**config.mk**
```make
export PLATFORM = sky130hd
export DESIGN_NAME = seq_booth_multiplier
export DESIGN_NICKNAME = d
export VERILOG_FILES = /design/src/rtl/mult_pkg.sv /design/src/rtl/booth_step.sv /design/src/rtl/seq_booth_multiplier.sv
export SDC_FILE = /design/constraint.sdc
export NUM_CORES = 1
export LEC_CHECK = 0
export CAP_MARGIN = 15
export CORE_MARGIN = 2
export CORE_UTILIZATION = 60
export DETAILED_ROUTE_END_ITERATION = 16
export PLACE_DENSITY = 0.91
export SKIP_LAST_GASP = 1
export SYNTH_ARGS = -nofsm -noshare
export SYNTH_HDL_FRONTEND = slang
export SYNTH_HIERARCHICAL = 1
export SYNTH_SLANG_ARGS = --single-unit
```
**constraint.sdc**
```tcl
create_clock -name clock -period 5.3 [get_ports clock]
set_input_delay 1.06 -clock clock [delete_from_list [all_inputs] [get_ports clock]]
set_output_delay 1.06 -clock clock [all_outputs]
set_load 0.005 [all_outputs]
```
**src/rtl/mult_pkg.sv**
```systemverilog
// mult_pkg: shared types and helpers for the sequential Booth multiplier
package mult_pkg;
  typedef enum logic [1:0] {IDLE, CALC, DONE} state_t;
  typedef enum logic [1:0] {NOP, ADD, SUB} booth_op_t;
  function automatic int cnt_w(input int width);
    return $clog2(width + 2);
  endfunction
  function automatic booth_op_t booth_decode(input logic [1:0] pair);
    return pair == 2'b10 ? SUB : pair == 2'b01 ? ADD : NOP;
  endfunction
endpackage

```
**src/rtl/booth_step.sv**
```systemverilog
// booth_step: one radix-2 Booth add/sub followed by an arithmetic right shift of {acc, b, q}
module booth_step import mult_pkg::*; #(
  parameter int WIDTH = 8
) (
  input  logic [WIDTH+1:0] i_acc,
  input  logic [WIDTH:0]   i_a_ext,
  input  logic [WIDTH:0]   i_b_ext,
  input  logic             i_q,
  output logic [WIDTH+1:0] o_acc,
  output logic [WIDTH:0]   o_b_ext,
  output logic             o_q
);
  booth_op_t        w_op;
  logic [WIDTH+1:0] w_a;
  logic [WIDTH+1:0] w_sum;
  assign w_op    = booth_decode({i_b_ext[0], i_q});
  assign w_a     = {i_a_ext[WIDTH], i_a_ext};
  assign w_sum   = w_op == ADD ? i_acc + w_a : w_op == SUB ? i_acc - w_a : i_acc;
  assign o_acc   = {w_sum[WIDTH+1], w_sum[WIDTH+1:1]};
  assign o_b_ext = {w_sum[0], i_b_ext[WIDTH:1]};
  assign o_q     = i_b_ext[0];
endmodule

```
**src/rtl/seq_booth_multiplier.sv**
```systemverilog
// seq_booth_multiplier: sequential radix-2 Booth multiplier, one step per clock, start/ready/done handshake
// Define MULT_EARLY_TERM_EN to finish early once the remaining multiplier bits are all-equal.
module seq_booth_multiplier import mult_pkg::*; #(
  parameter int WIDTH = 8,
  parameter int CNT_W = cnt_w(WIDTH)
) (
  input  logic               clock,
  input  logic               reset_n,
  input  logic               start,
  input  logic               is_signed,
  input  logic [WIDTH-1:0]   a,
  input  logic [WIDTH-1:0]   b,
  output logic               ready,
  output logic               busy,
  output logic               done,
  output logic [2*WIDTH-1:0] product
);
  localparam int AW = WIDTH + 2;
  localparam int BW = WIDTH + 1;
  state_t             r_state, w_state_nxt;
  logic [AW-1:0]      r_acc, w_acc_step;
  logic [BW-1:0]      r_a, r_b, w_b_step;
  logic               r_q, w_q_step;
  logic [CNT_W-1:0]   r_cnt;
  logic [2*WIDTH-1:0] r_product, w_fin_val;
  logic               w_fin, w_load;
  booth_step #(.WIDTH(WIDTH)) u_step (
    .i_acc   (r_acc),
    .i_a_ext (r_a),
    .i_b_ext (r_b),
    .i_q     (r_q),
    .o_acc   (w_acc_step),
    .o_b_ext (w_b_step),
    .o_q     (w_q_step)
  );
`ifdef MULT_EARLY_TERM_EN
  logic [BW-1:0] w_mask;
  logic          w_early;
  // unconsumed multiplier bits sit in the low BW-r_cnt positions of r_b
  assign w_mask    = {BW{1'b1}} >> r_cnt;
  assign w_early   = r_q ? &(r_b | ~w_mask) : ~|(r_b & w_mask);
  assign w_fin     = w_early | (r_cnt == CNT_W'(WIDTH));
  assign w_fin_val = w_early ? (2*WIDTH)'($signed({r_acc, r_b}) >>> (BW - r_cnt))
                             : {w_acc_step[WIDTH-2:0], w_b_step};
`else
  assign w_fin     = r_cnt == CNT_W'(WIDTH);
  assign w_fin_val = {w_acc_step[WIDTH-2:0], w_b_step};
`endif
  assign w_load  = r_state == IDLE && start;
  assign product = r_product;
  always_comb begin
    w_state_nxt = r_state;
    ready       = r_state == IDLE;
    busy        = r_state == CALC;
    done        = r_state == DONE;
    if (w_load) w_state_nxt = CALC;
    else if (r_state == CALC && w_fin) w_state_nxt = DONE;
    else if (r_state == DONE) w_state_nxt = IDLE;
  end
  always_ff @(posedge clock)
    if (!reset_n) r_state <= IDLE;
    else r_state <= w_state_nxt;
  always_ff @(posedge clock)
    if (!reset_n) begin
      r_acc     <= '0;
      r_a       <= '0;
      r_b       <= '0;
      r_q       <= 1'b0;
      r_cnt     <= '0;
      r_product <= '0;
    end else if (w_load) begin
      r_a   <= {is_signed & a[WIDTH-1], a};
      r_b   <= {is_signed & b[WIDTH-1], b};
      r_acc <= '0;
      r_q   <= 1'b0;
      r_cnt <= '0;
    end else if (r_state == CALC) begin
      r_acc <= w_acc_step;
      r_b   <= w_b_step;
      r_q   <= w_q_step;
      r_cnt <= r_cnt + CNT_W'(1);
      if (w_fin) r_product <= w_fin_val;
    end
endmodule

```
==> metrics.yaml, run 1 <==
die:
  coreArea_mm2: 0.00514
  pin_count: 39
  dieArea_mm2: 0.00594
  start_util_pct: 62.3
  die_w_um: 77.1
  num_rows: 26
  die_y_um: 77.1
sta:
  period_share_pct: 60.0
  worst_slew_pin_slew_ns: 0.681
  finalSetupTns_ns: 0
  fmax_mhz: 314
  setup_violations: 0
  setup_slack_ns: 2.12
  min_period_ns: 3.18
  drv_slew: 0
  fin_worst_skew_ns: 0.00890
  hold-worst-slack_ns: 0.462
  rsz0062_at_grt: "no"
  relSlewSlack_pct: 54.5
  hold_violations: 0
layout:
  syn_to_final_growth_pct: 10.6
  layoutNonFillerInstCount: 479
  layout-drive-gt1-share_pct: 6.11
  nFillCells: 412
  final_nets: 451
  antennaDiodeCount: 0
drt:
  drtAntennaViolNets: 0
  wl_mm: 7.30
  drc: 0
  vias: 2835
  vias_per_cell: 5.92
  detail_route.iter0.violations: 168
  wl_per_cell_um: 15.2
  first_pass_iters: 5
yosys:
  synth_fp_nets: 436
  netlist_area_mm2: 0.00320
  async_reset_ff_share_pct: 0
  ys_seq_area_share_pct: 31.9
  syn_avg_cell_area_um2: 8.13
  synth_edf_count: 0
  ys.flop_type: "dfxtp_1"
  yosys_warnings: 6
  ys_ff_latch: 51
  synthCells: 394
  synth_cell_types: 66
placed_design:
  place.port_buffers: 38
  dp_slack_ns: 2.46
  dp.final_hpwl_mm: 5.40
  place_inst: 472
  gp_congestion: 0.927
clock_network:
  clkLatencyLatePin_ns: 0.30
  ctsResizeCount: 0
  cts_tree: "built"
  hold_buffers: 0
  cts_sinks: 51
  cts_buffer_depth: 2
  path_clk_slew_ns: 0.09
  postCtsSetupRepairBufs: 0
  cts_made_buffers: 5
  root_buffer: "clkbuf_8"
  ctsHtreeMaxLevel: 2
grt:
  grt_pass1_wl_mm: 12.3
  grt-ovfl-total: 0
  grt_use_total_pct: 25.4
  antenna_found_initial: 0
  grt_max_degree: 37
  grt_pass1_vias: 2626
worst_setup_path:
  startpoint_type: "register"
  setup.worst_path.start: "r_state[0]"
  rr_worst_depth: 11
  r2r_setup_slack_ns: 2.75
  required_ns: 4.24
  crit_end: "busy"
  timing.rr.start: "r_acc[0]"
  path_class: "register to primary output"
  r2r_end: "r_acc[7]"
  crit_path_max_fanout: 18
  cp.arrival_ns: 2.12
  critPathCaptureType: "primary output"
min_path:
  hold_class: "register to register"
  hold_start: "product[6]"
flow_run:
  max-cap-violations: 0
power_and_ir_drop:
  ir_worst_vdd_v: 0.000254
  total_power_uw: 857
  power_density_mw_per_mm2: 242
  cellLeakagePower_nw: 1.35
outcome:
  status: "complete, no violations"
-- synth_stat cells, types with 2 or more instances --
master / count / area (um^2)
ha_1: 20 / 250
nor2_1: 15 / 56.3
a21oi_1: 44 / 220
buf_1: 2 / 7.51
nand3_1: 3 / 15.0
clkbuf_1: 3 / 11.3
o221ai_1: 3 / 26.3
a21o_1: 5 / 37.5
a31oi_1: 2 / 12.5
inv_1: 22 / 82.6
nand3b_1: 2 / 15.0
xor2_1: 2 / 17.5
o211ai_1: 2 / 15.0
o22ai_1: 15 / 93.8
o21bai_1: 2 / 15.0
buf_2: 7 / 35.0
o21ai_0: 16 / 80.1
fa_1: 2 / 40.0
mux2i_1: 18 / 180
buf_6: 5 / 56.3
nand2b_1: 7 / 43.8
a221o_1: 2 / 20.0
clkinv_1: 2 / 7.51
or3_1: 2 / 12.5
nand2_1: 84 / 315
dfxtp_1: 51 / 1020
a22oi_1: 2 / 15.0
nor2b_1: 5 / 31.3
buf_4: 12 / 90.1
-- cell type report --
type / instances / area [um^2] / share of cell area (%)
clock inverters: 1 / 5.00 / 0.141
repair buffers: 39 / 388 / 11.0
flip-flops and latches: 51 / 1020 / 28.8
multi-input cells: 288 / 1870 / 52.7
clock buffers: 6 / 82.6 / 2.33
well taps: 70 / 87.6 / 2.47
inverters: 24 / 90.1 / 2.55
-- flip-flops by register name, indices dropped and copies added (netlist names) --
name,flops
r_a,9
r_acc,10
product,16
r_state,2
r_q,1
r_b,9
r_cnt,4
-- worst min-delay path by stage --
stage                  end  slack [ns]  cells past startpoint
2_1_floorplan     r_acc[9]        0.45                      2
3_3_place_gp   product[12]        0.45                      2
3_5_place_dp    product[6]        0.45                      2
4_1_cts        product[10]        0.46                      2
5_1_grt        product[10]        0.48                      2
6_report        product[6]        0.46                      2
-- layout by cell type (no fill, tap or decap), drive strengths merged, types with 3 or more instances in the layout --
| master | n |
|---|---|
| nand2 | 86 |
| dfxtp | 51 |
| a21oi | 45 |
| clkdlybuf4s50 | 38 |
| inv | 22 |
| ha | 20 |
| mux2i | 18 |
| o21ai | 18 |
| nor2 | 16 |
| o22ai | 16 |
| nand2b | 8 |
| clkbuf | 6 |
| a21o | 5 |
| nor2b | 5 |
| o221ai | 3 |
| nand3 | 3 |
| clkinv | 3 |
| a221o | 3 |
-- worst max-delay path, stage by stage (launching register included) --
cell and delay (ns):
dfxtp_1 0.61, nand2b_4 0.24, inv_1 0.38, clkdlybuf4s50_1 0.58
-- cells by family (layout without fill, tap and decap cells) --
family,after synthesis,in the layout,synth area share (%)
simple gates,132,132,19.3
xor+xnor,2,2,0.547
mux,18,18,5.63
buf+inv,55,70,9.85
fa+ha+maj,22,22,9.07
compound gates,114,114,23.7
flops,51,51,31.9
-- layer usage --
| metal | part of all wire (%) | GRT usage, % | vias to the layer above |
|---|---|---|---|
| met5 | 0 | 0 | - |
| met4 | 2.3 | 8.39 | 0 |
| met3 | 5.7 | 3.53 | 20 |
| met2 | 50 | 44.2 | 110 |
| met1 | 42 | 32.4 | 1325 |
| li1 | - | - | 1380 |
-- through the flow --
stage	cell area, um^2	util, %
floorplan	3200	-
global placement	3450	67.2
detailed placement	3450	67.2
CTS	3540	68.9
global route	3540	68.9
finish	3540	68.9
-- where the power goes --
part	switching, mW	internal (mW)	total [mW]
Clock	0.122	0.103	0.224
Combinational	0.123	0.0875	0.211
Sequential	0.0217	0.400	0.422
Total	0.267	0.590	0.857
Power figures use the tool's default switching activity.
==> run 2, diff against run 1 <==
--- a/config.mk
+++ b/config.mk
@@ -7,9 +7,9 @@
 export LEC_CHECK = 0
 export CAP_MARGIN = 15
 export CORE_MARGIN = 2
-export CORE_UTILIZATION = 60
+export CORE_UTILIZATION = 51
 export DETAILED_ROUTE_END_ITERATION = 16
-export PLACE_DENSITY = 0.91
+export PLACE_DENSITY = 0.83
 export SKIP_LAST_GASP = 1
 export SYNTH_ARGS = -nofsm -noshare
 export SYNTH_HDL_FRONTEND = slang
==> constraint.sdc (replaced) <==
create_clock -name clock -period 2.76 [get_ports clock]
set_input_delay 0.552 -clock clock [delete_from_list [all_inputs] [get_ports clock]]
set_output_delay 0.552 -clock clock [all_outputs]
set_load 0.005 [all_outputs]
==> run 2 against run 1 <==
Sequential share of layout area is 0.40 points lower. Via count is 1.4% lower. Global-route usage down 3.9 points. Clock power grew 110%. Critical path type unchanged. Cell area increased by 1.4%. Flip-flop and latch count stayed put. Setup slack worse by 1.8 ns. Clock-buffer cell count shrank 1. Combinational power is 95% higher. First-iteration DRC count up 3.0%. Critical endpoint is now done. Highest routed layer unchanged.
==> metrics.yaml, run 2 (same netlist as run 1, synthesis figures left out) <==
die:
  start_util_pct: 53.4
  coreArea_mm2: 0.00599
  die_w_um: 83.2
  pin_count: 39
  num_rows: 28
  dieArea_mm2: 0.00693
  die_y_um: 83.2
grt:
  busiest_layer: "met2"
  grt_util_met3_pct: 4.67
  grt_pass1_vias: 2649
  use_met2_pct: 36.4
  grt-ovfl-total: 0
  met1_usage_pct: 27.6
  grt_pass1_wl_mm: 12.3
  grt_use_total_pct: 21.5
  grt_max_degree: 30
  antenna_found_initial: 0
layout:
  final_nets: 454
  nFillCells: 533
  seqCellArea_mm2: 0.00102
  layout.cells.most_common_list: "nand2_1 (84), dfxtp_1 (51), a21oi_1 (44)"
  final_common_cell: "nand2_1"
  syn_to_final_growth_pct: 12.1
  layout-drive-gt1-share_pct: 7.02
  multiInputGateArea_mm2: 0.00187
  largest_register_ffs: 16
  antennaDiodeCount: 0
drt:
  first_pass_iters: 4
  wl_per_cell_um: 15.3
  vias_per_cell: 5.73
  wl_mm: 7.48
  drc: 0
  drtAntennaViolNets: 0
  vias: 2794
  detail_route.iter0.violations: 173
placed_design:
  gp_congestion: 0.911
  dp.final_hpwl_mm: 5.31
  place.port_buffers: 38
power_and_ir_drop:
  power_density_mw_per_mm2: 474
  cellLeakagePower_nw: 1.37
  total_power_mw: 1.70
  ir_worst_vdd_v: 0.000296
sta:
  fin_worst_skew_ns: 0.00870
  relSlewSlack_pct: 52.7
  hold_violations: 0
  period_share_pct: 88.9
  min_period_ns: 2.45
  drv_slew: 0
  rsz0062_at_grt: "no"
  worst_slew_pin_slew_ns: 0.708
  fmax_mhz: 408
  finalSetupTns_ns: 0
  setup_violations: 0
clock_network:
  clkLatencyLatePin_ns: 0.32
  cts_tree: "built"
  cts_sinks: 51
  root_buffer: "clkbuf_8"
  ctsResizeCount: 0
  path_clk_slew_ns: 0.10
  hold_buffers: 0
  ctsHtreeMaxLevel: 2
  cts_made_buffers: 5
  cts_buffer_depth: 2
  postCtsSetupRepairBufs: 0
worst_setup_path:
  path_class: "register to primary output"
  startpoint_type: "register"
  cp.arrival_ns: 1.90
  required_ns: 2.21
  crit_path_max_fanout: 10
  critPathCaptureType: "primary output"
min_path:
  hold_class: "register to register"
outcome:
  status: "complete, no violations"
flow_run:
  max-cap-violations: 0
==> run 2: cell count changes in the layout (fill, tap and decap cells not counted), sizes merged <==
cell | before | now
clkinvlp | 0 | 1
clkinv | 3 | 2
inv | 22 | 24
buf | 1 | 4
clkbuf | 6 | 5
==> run 2: path summary, 6_finish.rpt <==
check,endpoint,depth (start not counted),slack (ns),startpoint
max reg2reg,r_acc[7],11,0.35,r_acc[0]
min reg2reg,product[0],2,0.47,product[0]
min,product[0],2,0.47,product[0]
max,done,3,0.31,r_state[1]
==> run 2: worst max-delay path, cell delays in order, from the launching register on <==
cell and delay [ns]:
dfxtp_1 0.53, clkinv_1 0.35, nor2_1 0.18, clkdlybuf4s50_1 0.52
==> run 2: per-stage QoR <==
step | cells | instance area (um^2) | setup slack (ns) | utilization (%) | hold slack, ns
global placement | 480 | 3490 | 0.479 | 58.3 | 0.444
CTS | 488 | 3590 | 0.313 | 59.9 | 0.467
finish | 488 | 3590 | 0.307 | 59.9 | 0.467
detailed placement | 480 | 3490 | 0.398 | 58.3 | 0.446
floorplan | 394 | 3200 | 0.577 | - | 0.446
global route | 488 | 3590 | 0.151 | 59.9 | 0.486
==> run 2: power by group <==
group / internal, mW / total (mW) / switching (mW)
Sequential: 0.769 / 0.810 / 0.0415
Combinational: 0.174 / 0.411 / 0.236
Clock: 0.189 / 0.481 / 0.292
Total: 1.13 / 1.70 / 0.570
==> run 2: final cells by class <==
type,instances,share of cell area [%]
clock buffer,5,1.92
clock inverter,3,0.767
inverter,24,2.51
multi-input combinational,288,52.0
sequential,51,28.4
tap,75,2.61
timing repair buffer,42,11.8
==> run 2: layer usage <==
layer	routed length, um	up-vias	part of all wire, %
li1	-	1389	-
met1	3380	1302	45
met2	3510	93	47
met3	511	10	6.8
met4	67	0	0.90
met5	0	-	0
==> run 3, diff against run 2 <==
--- a/config.mk
+++ b/config.mk
@@ -6,10 +6,12 @@
 export NUM_CORES = 1
 export LEC_CHECK = 0
 export CAP_MARGIN = 15
+export CELL_PAD_IN_SITES_DETAIL_PLACEMENT = 1
+export CELL_PAD_IN_SITES_GLOBAL_PLACEMENT = 2
 export CORE_MARGIN = 2
-export CORE_UTILIZATION = 51
+export CORE_UTILIZATION = 30
 export DETAILED_ROUTE_END_ITERATION = 16
-export PLACE_DENSITY = 0.83
+export PLACE_DENSITY = 0.82
 export SKIP_LAST_GASP = 1
 export SYNTH_ARGS = -nofsm -noshare
 export SYNTH_HDL_FRONTEND = slang
==> run 3 against run 2 <==
Non-clock buffer count grew 7. Hold slack worse by 0.0032 ns. Clock-buffer cell count rose by 1. Combinational power is 5.4% higher. Global-route usage shrank 5.6 points. Setup slack better by 0.017 ns. Sequential share of layout area down 0.83 points. Critical path type is now register to register. Critical endpoint is now r_acc[9]. Highest routed layer unchanged.
==> metrics.yaml, run 3 (same netlist as run 1, synthesis figures left out) <==
die:
  pin_count: 39
  die_w_um: 107
  dieArea_mm2: 0.0115
  start_util_pct: 31.0
  num_rows: 37
  coreArea_mm2: 0.0103
  die_y_um: 107
power_and_ir_drop:
  cellLeakagePower_nw: 1.40
  power_density_mw_per_mm2: 455
  ir_worst_vdd_v: 0.000249
  pwr-share-comb_pct: 25.7
  netSwitchingFraction_pct: 31.7
  p_int_mw: 1.15
  clkPwrFrac_pct: 26.3
  pwr-share-seq_pct: 47.9
  p_sw_uw: 534
placed_design:
  postPlaceCellArea_mm2: 0.00361
  dp.final_hpwl_mm: 6.49
  place.port_buffers: 38
  place_inst: 548
  dp_slack_ns: 0.335
  gp_congestion: 0.804
layout:
  final_util_pct: 35.8
  layout.cells.most_common_list: "nand2_1 (84), dfxtp_1 (51), a21oi_1 (44)"
  final_nets: 461
  nFillCells: 1255
  largest_register_ffs: 16
  layout-drive-gt1-share_pct: 8.35
  final_common_cell: "nand2_1"
  antennaDiodeCount: 0
  syn_to_final_growth_pct: 15.5
  layoutNonFillerInstCount: 555
  final_area_mm2: 0.00370
  multiInputGateArea_mm2: 0.00187
  seqCellArea_mm2: 0.00102
drt:
  first_pass_iters: 4
  drt-met1-wl_mm: 4.04
  wl_met2_mm: 4.29
  drtAntennaViolNets: 0
  vias_per_cell: 5.10
  vias: 2828
  wl_mm: 8.71
  top_layer: "met4"
  detail_route.iter0.violations: 112
  drc: 0
  wl_per_cell_um: 15.7
  wl_met3_um: 289
sta:
  finalSetupTns_ns: 0
  relSlewSlack_pct: 67.2
  period_share_pct: 88.3
  min_period_ns: 2.44
  worst_slew_pin_slew_ns: 0.492
  fin_worst_skew_ns: 0.00878
  rsz0062_at_grt: "no"
  setup_violations: 0
  drv_slew: 0
  fmax_mhz: 411
  hold_violations: 0
  setup_slack_ns: 0.324
clock_network:
  cts_sinks: 51
  cts_made_buffers: 5
  postCtsSetupRepairBufs: 0
  hold_buffers: 0
  clkLatencyLatePin_ns: 0.31
  ctsHtreeMaxLevel: 2
  ctsResizeCount: 0
  cts_buffer_depth: 2
  root_buffer: "clkbuf_8"
  path_clk_slew_ns: 0.09
  cts_tree: "built"
worst_setup_path:
  setup.worst_path.start: "r_a[6]"
  required_ns: 2.99
  startpoint_type: "register"
  r2r_setup_slack_ns: 0.32
  crit_end: "r_acc[9]"
  critPathCaptureType: "register"
  rr_worst_depth: 10
  cp.arrival_ns: 2.66
  r2r_end: "r_acc[9]"
  timing.rr.start: "r_a[6]"
  path_class: "register to register"
  crit_path_max_fanout: 13
grt:
  grt_pass1_wl_mm: 14.7
  grt_use_total_pct: 15.9
  grt_max_degree: 30
  grt-ovfl-total: 0
  antenna_found_initial: 0
  grt_pass1_vias: 2897
outcome:
  status: "complete, no violations"
min_path:
  hold_class: "register to register"
flow_run:
  max-cap-violations: 0
run 3: changes by cell type in the layout (fill, tap and decap cells not counted):
| cell | delta |
|---|---|
| buf_4 | +8 |
| buf_12 | -1 |
| clkbuf_8 | +1 |
| clkinv_2 | +1 |
| clkinvlp_4 | -1 |
| inv_6 | -1 |
| inv_8 | -1 |
run 3: worst min path at each step:
stage | startpoint | endpoint | slack (ns) | cells after the start
6_report | product[1] | product[1] | 0.46 | 2
5_1_grt | product[8] | product[8] | 0.49 | 2
4_1_cts | product[13] | product[13] | 0.47 | 2
3_5_place_dp | product[8] | product[8] | 0.45 | 2
3_3_place_gp | product[2] | product[2] | 0.45 | 2
2_1_floorplan | r_acc[9] | r_acc[9] | 0.45 | 2
run 3: cell type report:
cell class / instances / share of cell area [%]
multi-input combinational: 288 / 50.5
sequential: 51 / 27.6
timing repair buffer: 49 / 12.5
tap: 136 / 4.60
inverter: 24 / 2.44
clock buffer: 6 / 2.23
clock inverter: 1 / 0.135
run 3: layer usage:
| layer | track usage (%) | vias to the layer above |
|---|---|---|
| li1 | - | 1401 |
| met5 | 0 | - |
| met3 | 2.36 | 9 |
| met2 | 28.1 | 55 |
| met1 | 20.3 | 1363 |
| met4 | 3.90 | 0 |
run 3: critical path, stage by stage (launching register included):
cell     delay [ns]
dfxtp_1        0.36
inv_1          0.05
ha_1           0.51
nor2b_1        0.12
nor4_1         0.21
a21oi_1        0.18
a21o_1         0.20
a32oi_1        0.26
xor2_1         0.23
nand2_1        0.09
a21oi_1        0.15
run 3: through the flow:
| stage | power, mW | hold slack [ns] |
|---|---|---|
| floorplan | 1.15 | 0.446 |
| global placement | 1.25 | 0.446 |
| detailed placement | 1.26 | 0.447 |
| CTS | 1.71 | 0.467 |
| global route | 1.79 | 0.485 |
| finish | 1.68 | 0.463 |
run 3: power groups by stage:
stage / clock network (mW) / logic, mW / registers (mW)
final: 0.443 / 0.433 / 0.806
after global routing: 0.499 / 0.479 / 0.813
after CTS: 0.468 / 0.434 / 0.807
after detailed placement: 0 / 0.432 / 0.823
after global placement: 0 / 0.425 / 0.821
after floorplan: 0 / 0.342 / 0.806
